[config.mk]
export PLATFORM = sky130hd
export DESIGN_NAME = ps2_key_decoder
export DESIGN_NICKNAME = d
export VERILOG_FILES = /design/src/rtl/ps2_key_decoder.sv
export SDC_FILE = /design/constraint.sdc
export NUM_CORES = 1
export LEC_CHECK = 0
export ABC_AREA = 1
export BUFFER_PORTS_ARGS = -buffer_cell sky130_fd_sc_hd__buf_2
export CORE_MARGIN = 2
export CORE_UTILIZATION = 40
export CTS_CLUSTER_SIZE = 40
export DETAILED_ROUTE_END_ITERATION = 10
export HOLD_SLACK_MARGIN = 0.15
export PLACE_DENSITY = 0.59
export REMOVE_ABC_BUFFERS = 1
export SLEW_MARGIN = 10
export SYNTH_ARGS = -nofsm -noshare
export SYNTH_HDL_FRONTEND = slang
export SYNTH_SLANG_ARGS = --single-unit
[constraint.sdc]
create_clock -name clock -period 2.1 [get_ports clock]
set_input_delay 0.105 -clock clock [delete_from_list [all_inputs] [get_ports clock]]
set_output_delay 0.105 -clock clock [all_outputs]
set_load 0.01 [all_outputs]
[src/rtl/ps2_key_decoder.sv]
// PS/2 set-2 keyboard receiver: conditions the raw lines, deframes 11-bit frames and
// tracks make/break codes of four mapped keys into a held-key vector.
module ps2_key_decoder #(
  parameter int         FILTER_LEN     = 8,
  parameter int         TIMEOUT_CYCLES = 100000,
  parameter logic [7:0] KEY0_CODE      = 8'h1C,
  parameter logic [7:0] KEY1_CODE      = 8'h1B,
  parameter logic [7:0] KEY2_CODE      = 8'h23,
  parameter logic [7:0] KEY3_CODE      = 8'h2B
) (
  input  logic       clock,
  input  logic       reset,
  input  logic       ps2_clk,
  input  logic       ps2_dat,
  output logic [3:0] keys,
  output logic [7:0] scan_code,
  output logic       scan_valid,
  output logic       frame_error
);

  localparam int FW = $clog2(FILTER_LEN + 1);
  localparam int TW = $clog2(TIMEOUT_CYCLES + 1);
  localparam logic [FW-1:0] FILT_LAST = FW'(FILTER_LEN - 1);
  localparam logic [TW-1:0] TO_MAX    = TW'(TIMEOUT_CYCLES);

  typedef enum logic [1:0] {IDLE, DATA, PARITY, STOP} state_t;

  state_t        state_q, state_d;
  logic          clk_p0, clk_p1, dat_p0, dat_p1;
  logic          filt_clk;
  logic [FW-1:0] filt_cnt;
  logic          fall;
  logic [2:0]    bit_cnt;
  logic [7:0]    shift_q;
  logic          par_q;
  logic [TW-1:0] to_cnt;
  logic          timeout;
  logic          accept, reject;
  logic          break_pending, ext_pending;
  logic [3:0]    keys_d;
  logic          brk_d, ext_d;

  // Odd parity over data plus parity bit.
  function automatic logic frame_parity_ok(input logic [7:0] d, input logic p);
    return ^{d, p};
  endfunction

  // Stage p0/p1: two-flop synchronisers, idle-high lines
  always_ff @(posedge clock or negedge reset) begin
    if (!reset) begin
      clk_p0 <= 1'b1;
      clk_p1 <= 1'b1;
      dat_p0 <= 1'b1;
      dat_p1 <= 1'b1;
    end else begin
      clk_p0 <= ps2_clk;
      clk_p1 <= clk_p0;
      dat_p0 <= ps2_dat;
      dat_p1 <= dat_p0;
    end
  end

  // Clock deglitch: the filtered clock flips on the FILTER_LEN-th consecutive differing sample
  assign fall = filt_clk && !clk_p1 && (filt_cnt == FILT_LAST);

  always_ff @(posedge clock or negedge reset) begin
    if (!reset) begin
      filt_clk <= 1'b1;
      filt_cnt <= '0;
    end else if (clk_p1 != filt_clk) begin
      if (filt_cnt == FILT_LAST) begin
        filt_clk <= clk_p1;
        filt_cnt <= '0;
      end else begin
        filt_cnt <= filt_cnt + FW'(1);
      end
    end else begin
      filt_cnt <= '0;
    end
  end

  // Frame FSM
  assign timeout = (state_q != IDLE) && !fall && (to_cnt == TO_MAX);

  always_ff @(posedge clock or negedge reset) begin
    if (!reset) state_q <= IDLE;
    else        state_q <= state_d;
  end

  always_comb begin
    state_d = state_q;
    accept  = 1'b0;
    reject  = 1'b0;
    if (timeout) begin
      state_d = IDLE;
      reject  = 1'b1;
    end else if (fall) begin
      case (state_q)
        IDLE:    if (!dat_p1) state_d = DATA;
        DATA:    if (bit_cnt == 3'd7) state_d = PARITY;
        PARITY:  state_d = STOP;
        STOP: begin
          state_d = IDLE;
          if (dat_p1 && frame_parity_ok(shift_q, par_q)) accept = 1'b1;
          else                                           reject = 1'b1;
        end
        default: state_d = IDLE;
      endcase
    end
  end

  always_ff @(posedge clock or negedge reset) begin
    if (!reset) begin
      bit_cnt <= '0;
      to_cnt  <= '0;
    end else begin
      if (fall && state_q == IDLE) bit_cnt <= '0;
      else if (fall && state_q == DATA) bit_cnt <= bit_cnt + 3'd1;
      if (state_q == IDLE || fall) to_cnt <= '0;
      else if (to_cnt != TO_MAX)   to_cnt <= to_cnt + TW'(1);
    end
  end

  // Shift register and parity bit are pure data; a stale partial byte is never accepted
  always_ff @(posedge clock) begin
    if (fall && state_q == DATA)   shift_q <= {dat_p1, shift_q[7:1]};
    if (fall && state_q == PARITY) par_q   <= dat_p1;
  end

  // Make/break decode of an accepted byte
  always_comb begin
    keys_d = keys;
    brk_d  = break_pending;
    ext_d  = ext_pending;
    if (shift_q == 8'hF0) begin
      brk_d = 1'b1;
    end else if (shift_q == 8'hE0) begin
      ext_d = 1'b1;
    end else begin
      if (!ext_pending) begin
        if (shift_q == KEY0_CODE) keys_d[0] = ~break_pending;
        if (shift_q == KEY1_CODE) keys_d[1] = ~break_pending;
        if (shift_q == KEY2_CODE) keys_d[2] = ~break_pending;
        if (shift_q == KEY3_CODE) keys_d[3] = ~break_pending;
      end
      brk_d = 1'b0;
      ext_d = 1'b0;
    end
  end

  // Output stage: registered one cycle after the stop-bit edge
  always_ff @(posedge clock or negedge reset) begin
    if (!reset) begin
      keys          <= '0;
      scan_code     <= '0;
      scan_valid    <= 1'b0;
      frame_error   <= 1'b0;
      break_pending <= 1'b0;
      ext_pending   <= 1'b0;
    end else begin
      scan_valid  <= accept;
      frame_error <= reject;
      if (accept) begin
        scan_code     <= shift_q;
        keys          <= keys_d;
        break_pending <= brk_d;
        ext_pending   <= ext_d;
      end
    end
  end

endmodule

# == Word level (Yosys, flattened, before mapping) ==
# Index checks and enable logic that the tools add are counted.
# classes
addsub,3
multipliers,0
div,0
magnitude_cmp,0
n_eq_ne,17
n_shift,0
mux,22
bitwise,4
reduce_logical,25
# op_table
op,n
17-bit two-way mux,2
5-bit AND reduction,4
17-bit by 1-bit adder with 17-bit output (second input constant),1
17-bit equality test (second input constant),1
17-bit != test (second input constant),1
8-bit by 5-bit equality test with 1-bit output (second input constant),2
8-bit by 6-bit equality test with 1-bit output (second input constant),2
8-bit equality test (second input constant),2
1-bit two-way mux,11
9-bit XOR reduction,1
1-bit logical AND,8
2-bit two-way mux,4
4-bit two-way mux,2
2-bit case mux with 4 select lines,1
2-bit nonzero test,4
3-bit two-way mux,2
3-bit != test (second input constant),2
2-bit AND reduction,3
4-bit by 1-bit adder with 4-bit output (second input constant),1
2-bit equality test (second input constant),2
4-bit by 3-bit equality test with 1-bit output (second input constant),1
1-bit NOT,4
3-bit by 1-bit adder with 3-bit output (second input constant),1
3-bit equality test (second input constant),1
7 further kinds,8
# word_totals
ff_bits,56
latchBits,0
ram_bits,0
rom_bits,0
in_bits,4
out_inout_bits,14
elab_cells,91
memories,0

# == Logic depth before layout (Yosys ltp) ==
# logic_depth
word_depth,8
depth_mapped,13
mapped_depth_nobuf,13

# == Worst setup path after synthesis ==
# No wires, ideal clock.
# synth_path
path_kind,register -> register
start,register filt_cnt[0]
end,"register shift_q[0], enable pin"
setup_ps,378
t_arrival_ps,1335
path_slack_ps,387
stages_incl_launch_ff,6
n_path_buf,0
synth_period_minus_slack_ps,1713
cell_sequence,dfrtp_1 -> ha_1 -> nand2_1 -> nor2_2 -> nand2_2 -> nor2_1
# synth_via
elab_chain_cells,3
# synth_lines
element,line_no,source
start: declaration,31,logic [FW-1:0] filt_cnt;
start signal: assignment,75,filt_cnt <= filt_cnt + FW'(1);
4-bit by 3-bit equality test with 1-bit output,64,assign fall = filt_clk && !clk_p1 && (filt_cnt == FILT_LAST);
1-bit logical AND,64,
1-bit logical AND,126,"if (fall && state_q == DATA) shift_q <= {dat_p1, shift_q[7:1]};"
end signal: assignment,126,
end: declaration,34,logic [7:0] shift_q;
# No other way between the ends.
# A chain may end at the register's enable or synchronous reset.

# == Final worst setup path ==
# layout_path
start,register shift_q[6]
end,register ext_pending
# layout_via
elab_chain_cells,7
# layout_lines
element,line_no,source
9-bit XOR reduction,45,"return ^{d, p};"
1-bit logical AND,104,"if (dat_p1 && frame_parity_ok(shift_q, par_q)) accept = 1'b1;"
1-bit two-way mux,104,
1-bit two-way mux,98,case (state_q)
1-bit two-way mux,97,end else if (fall) begin
1-bit two-way mux,94,if (timeout) begin
2-bit AND reduction (no line),-,
end signal: assignment,167,ext_pending <= ext_d;
end: declaration,39,"logic break_pending, ext_pending;"
# Parallel ways exist; a longest one is shown, timed or not.

==> results.sh <==
export IMPL_num_io_pins=18
export IMPL_start_util_pct=41.0
export IMPL_max_freq_mhz=548
export IMPL_grt_max_degree=28
export IMPL_r2r_start="shift_q[6]"
export IMPL_rsz0062_at_grt="false"
export IMPL_clock_latency_ns=0.31
export IMPL_synth_compound_area_share_pct=10.6
export IMPL_period_minus_slack_ns=1.82
export IMPL_arrival_ns=2.03
export IMPL_most_common_layout_cells="63 x nand2_1, 46 x inv_1, 42 x dfrtp_1, 28 x nor2_1, 20 x o21ai_0"
export IMPL_cp_max_fo=19
export IMPL_synthMuxAreaShare_pct=0
export IMPL_min_path_type="in2async"
export IMPL_wl_mm=5.00
export IMPL_max_slew_worst_pin_slew_ns=0.610
export IMPL_p_per_area_mw_per_mm2=610
export IMPL_r2r_end="ext_pending"
export IMPL_instances_no_fill=423
export IMPL_viasPerCell=4.84
export IMPL_status="finished, final reports clean"
export IMPL_yosys_warnings=0
export IMPL_synth_xor_area_share_pct=0.953
export IMPL_ff2ff_setup_slack_ns=0.28
export IMPL_p_leak_nw=1.50
export IMPL_synth_seq_cells=56
export IMPL_first_global_vias=2033
export IMPL_hold_worst_slack_ns=0.331
export IMPL_synth_top_family_by_area="simple AND/OR/NAND/NOR gates"
export IMPL_drcViolationCount=0
export IMPL_insertedDiodeCount=0
export IMPL_port_buffers=17
export IMPL_num_vias=2047
export IMPL_drt_pass1_iterations=4
export IMPL_skew_ns=0.0120
export IMPL_cts_buffer_depth=2
export IMPL_cts_resized=0
export IMPL_syn_cell_area_mm2=0.00276
export IMPL_hold_viol=0
export IMPL_finalCritPeriodShare_pct=86.9
export IMPL_required_ns=2.30
export IMPL_maxSlewViolCount=0
export IMPL_drive_above_1_share_pct=17.5
export IMPL_grt_usage_pct=15.0
export IMPL_num_nets_final=357
export IMPL_syn_to_final_growth_pct=12.1
export IMPL_yosys_area_top_type="dfrtp_1"
export IMPL_place_hpwl_mm=3.81
export IMPL_cts_tree="built"
export IMPL_core_mm2=0.00672
export IMPL_synth_cell_types=28
export IMPL_crit_path_start_kind="flip-flop"
export IMPL_setup_viol=0
export IMPL_worstRegToRegCells=12
export IMPL_cts_root_buffer="clkbuf_8"
export IMPL_antenna_found_initial=0
export IMPL_crit_type="reg2reg"
export IMPL_wl_per_cell_um=11.8
export IMPL_postCtsSetupRepairBufs=0
export IMPL_syn_avg_cell_area_um2=8.81
export IMPL_h_tree_depth=2
export IMPL_dp_cells=412
export IMPL_slew_headroom_pct=59.3
export IMPL_drv_cap=0
export IMPL_setup_tns_final_ns=0
export IMPL_ys_top_cells_by_area="dfrtp_1 38%, edfxtp_1 9.8%, nand2_1 8.6%"
export IMPL_endpoint_kind="flip-flop"
export IMPL_synthCells=313
export IMPL_die_h_um=87.0
export IMPL_routabilityCongestion=0.869
export IMPL_cts_sinks=56
export IMPL_antenna_left=0
export IMPL_clkTransAtPathRegs_ns=0.10
export IMPL_final_common_cell="nand2_1"
export IMPL_vdd_drop_max_mv=0.379
export IMPL_synthAdderAreaFrac_pct=4.99
export IMPL_cts_buffers_inserted=5
export IMPL_dieWidth_um=87.0
export IMPL_synth_simple_area_share_pct=23.4
export IMPL_drt_iter0_drc=115
export IMPL_overflow=0
export IMPL_synth_seq_area_share_pct=52.7
export IMPL_grt_pass1_wl_mm=8.95
export IMPL_num_rows=30
export IMPL_synth_top_area_share_pct=38.1
export IMPL_die_area_mm2=0.00757
export IMPL_cts_hold_buffers_added=3
==> area by class of cell <==
cell class	count	area [um^2]
sequential	56	1450
timing repair buffer	23	150
tap	80	100
multi-input combinational	205	1100
clock buffer	7	86.3
clock inverter	1	8.76
inverter	51	191
fill	630	3630
==> report_power, final <==
| group | switching [mW] | internal (mW) |
|---|---|---|
| Combinational | 0.0709 | 0.0421 |
| Sequential | 0.0237 | 1.14 |
| Clock | 0.335 | 0.271 |
| Total | 0.430 | 1.46 |
==> cells by family after synthesis <==
group                      count (synthesis)
AOI/OAI and AO/OA                         50
xor gates and xnor gates                   3
adders and majority gates                 11
buffers and inverters                     52
DFF                                       56
and+or+nand+nor                          141
==> worst max-delay path: stages (launching register included) <==
cell and delay (ns):
edfxtp_1 0.49, inv_1 0.15, nand2_1 0.06, nand2_1 0.08, inv_1 0.04, nand2_1 0.05
nand2_1 0.09, nand3_2 0.10, nand2_2 0.06, nor2_4 0.15, nand2_4 0.18, o21ai_0 0.19
nand2_1 0.07
==> per-stage QoR <==
step	total power, mW	setup slack (ns)	area [um^2]	util (%)
detailed placement	1.30	0.278	2970	44.1
global placement	1.30	0.311	2970	44.1
global route	1.99	0.0527	3090	46.0
finish	1.89	0.275	3090	46.0
CTS	1.93	0.258	3090	46.0
floorplan	1.25	0.387	2750	-
==> synthesized netlist by cell type <==
cell / count
nor2_4: 1
nand2_4: 1
inv_1: 46
nor4_1: 2
nand3_1: 13
nor2_2: 4
o21ai_2: 8
dfstp_2: 5
dfrtp_1: 42
edfxtp_1: 9
buf_6: 1
xor2_1: 2
o21a_1: 1
nor2_1: 28
ha_1: 11
a21oi_1: 16
nand2_1: 63
o22ai_1: 1
o21ai_0: 20
inv_2: 5
nand3_2: 2
nand3b_1: 1
xnor2_1: 1
a31oi_1: 3
nand4_1: 11
nand2_2: 6
nor3_1: 9
a21oi_2: 1
==> metal layers <==
| layer | up-vias | wire length (um) | track usage (%) | share of wire (%) |
|---|---|---|---|---|
| met1 | 935 | 2390 | 19.3 | 48 |
| li1 | 1073 | - | - | - |
| met4 | 0 | 32 | 4.26 | 0.64 |
| met2 | 37 | 2360 | 24.6 | 47 |
| met3 | 2 | 207 | 4.08 | 4.1 |
| met5 | - | 0 | 0 | 0 |
==> registers in the layout, indices dropped and copies added, names as in the netlist <==
signal / count
to_cnt: 17
scan_code: 8
shift_q: 8
filt_cnt: 4
keys: 4
bit_cnt: 3
state_q: 2
break_pending: 1
clk_p0: 1
clk_p1: 1
dat_p0: 1
dat_p1: 1
ext_pending: 1
filt_clk: 1
frame_error: 1
par_q: 1
scan_valid: 1
==> how the worst max path moves through the flow <==
stage,from,endpoint,depth (start not counted)
floorplan,filt_cnt[0],shift_q[0],5
global route,filt_cnt[0],state_q[0],9
finish,shift_q[6],ext_pending,12
CTS,shift_q[6],ext_pending,12
global placement,shift_q[6],break_pending,12
detailed placement,shift_q[2],ext_pending,10
(Power assumes the default switching activity.)
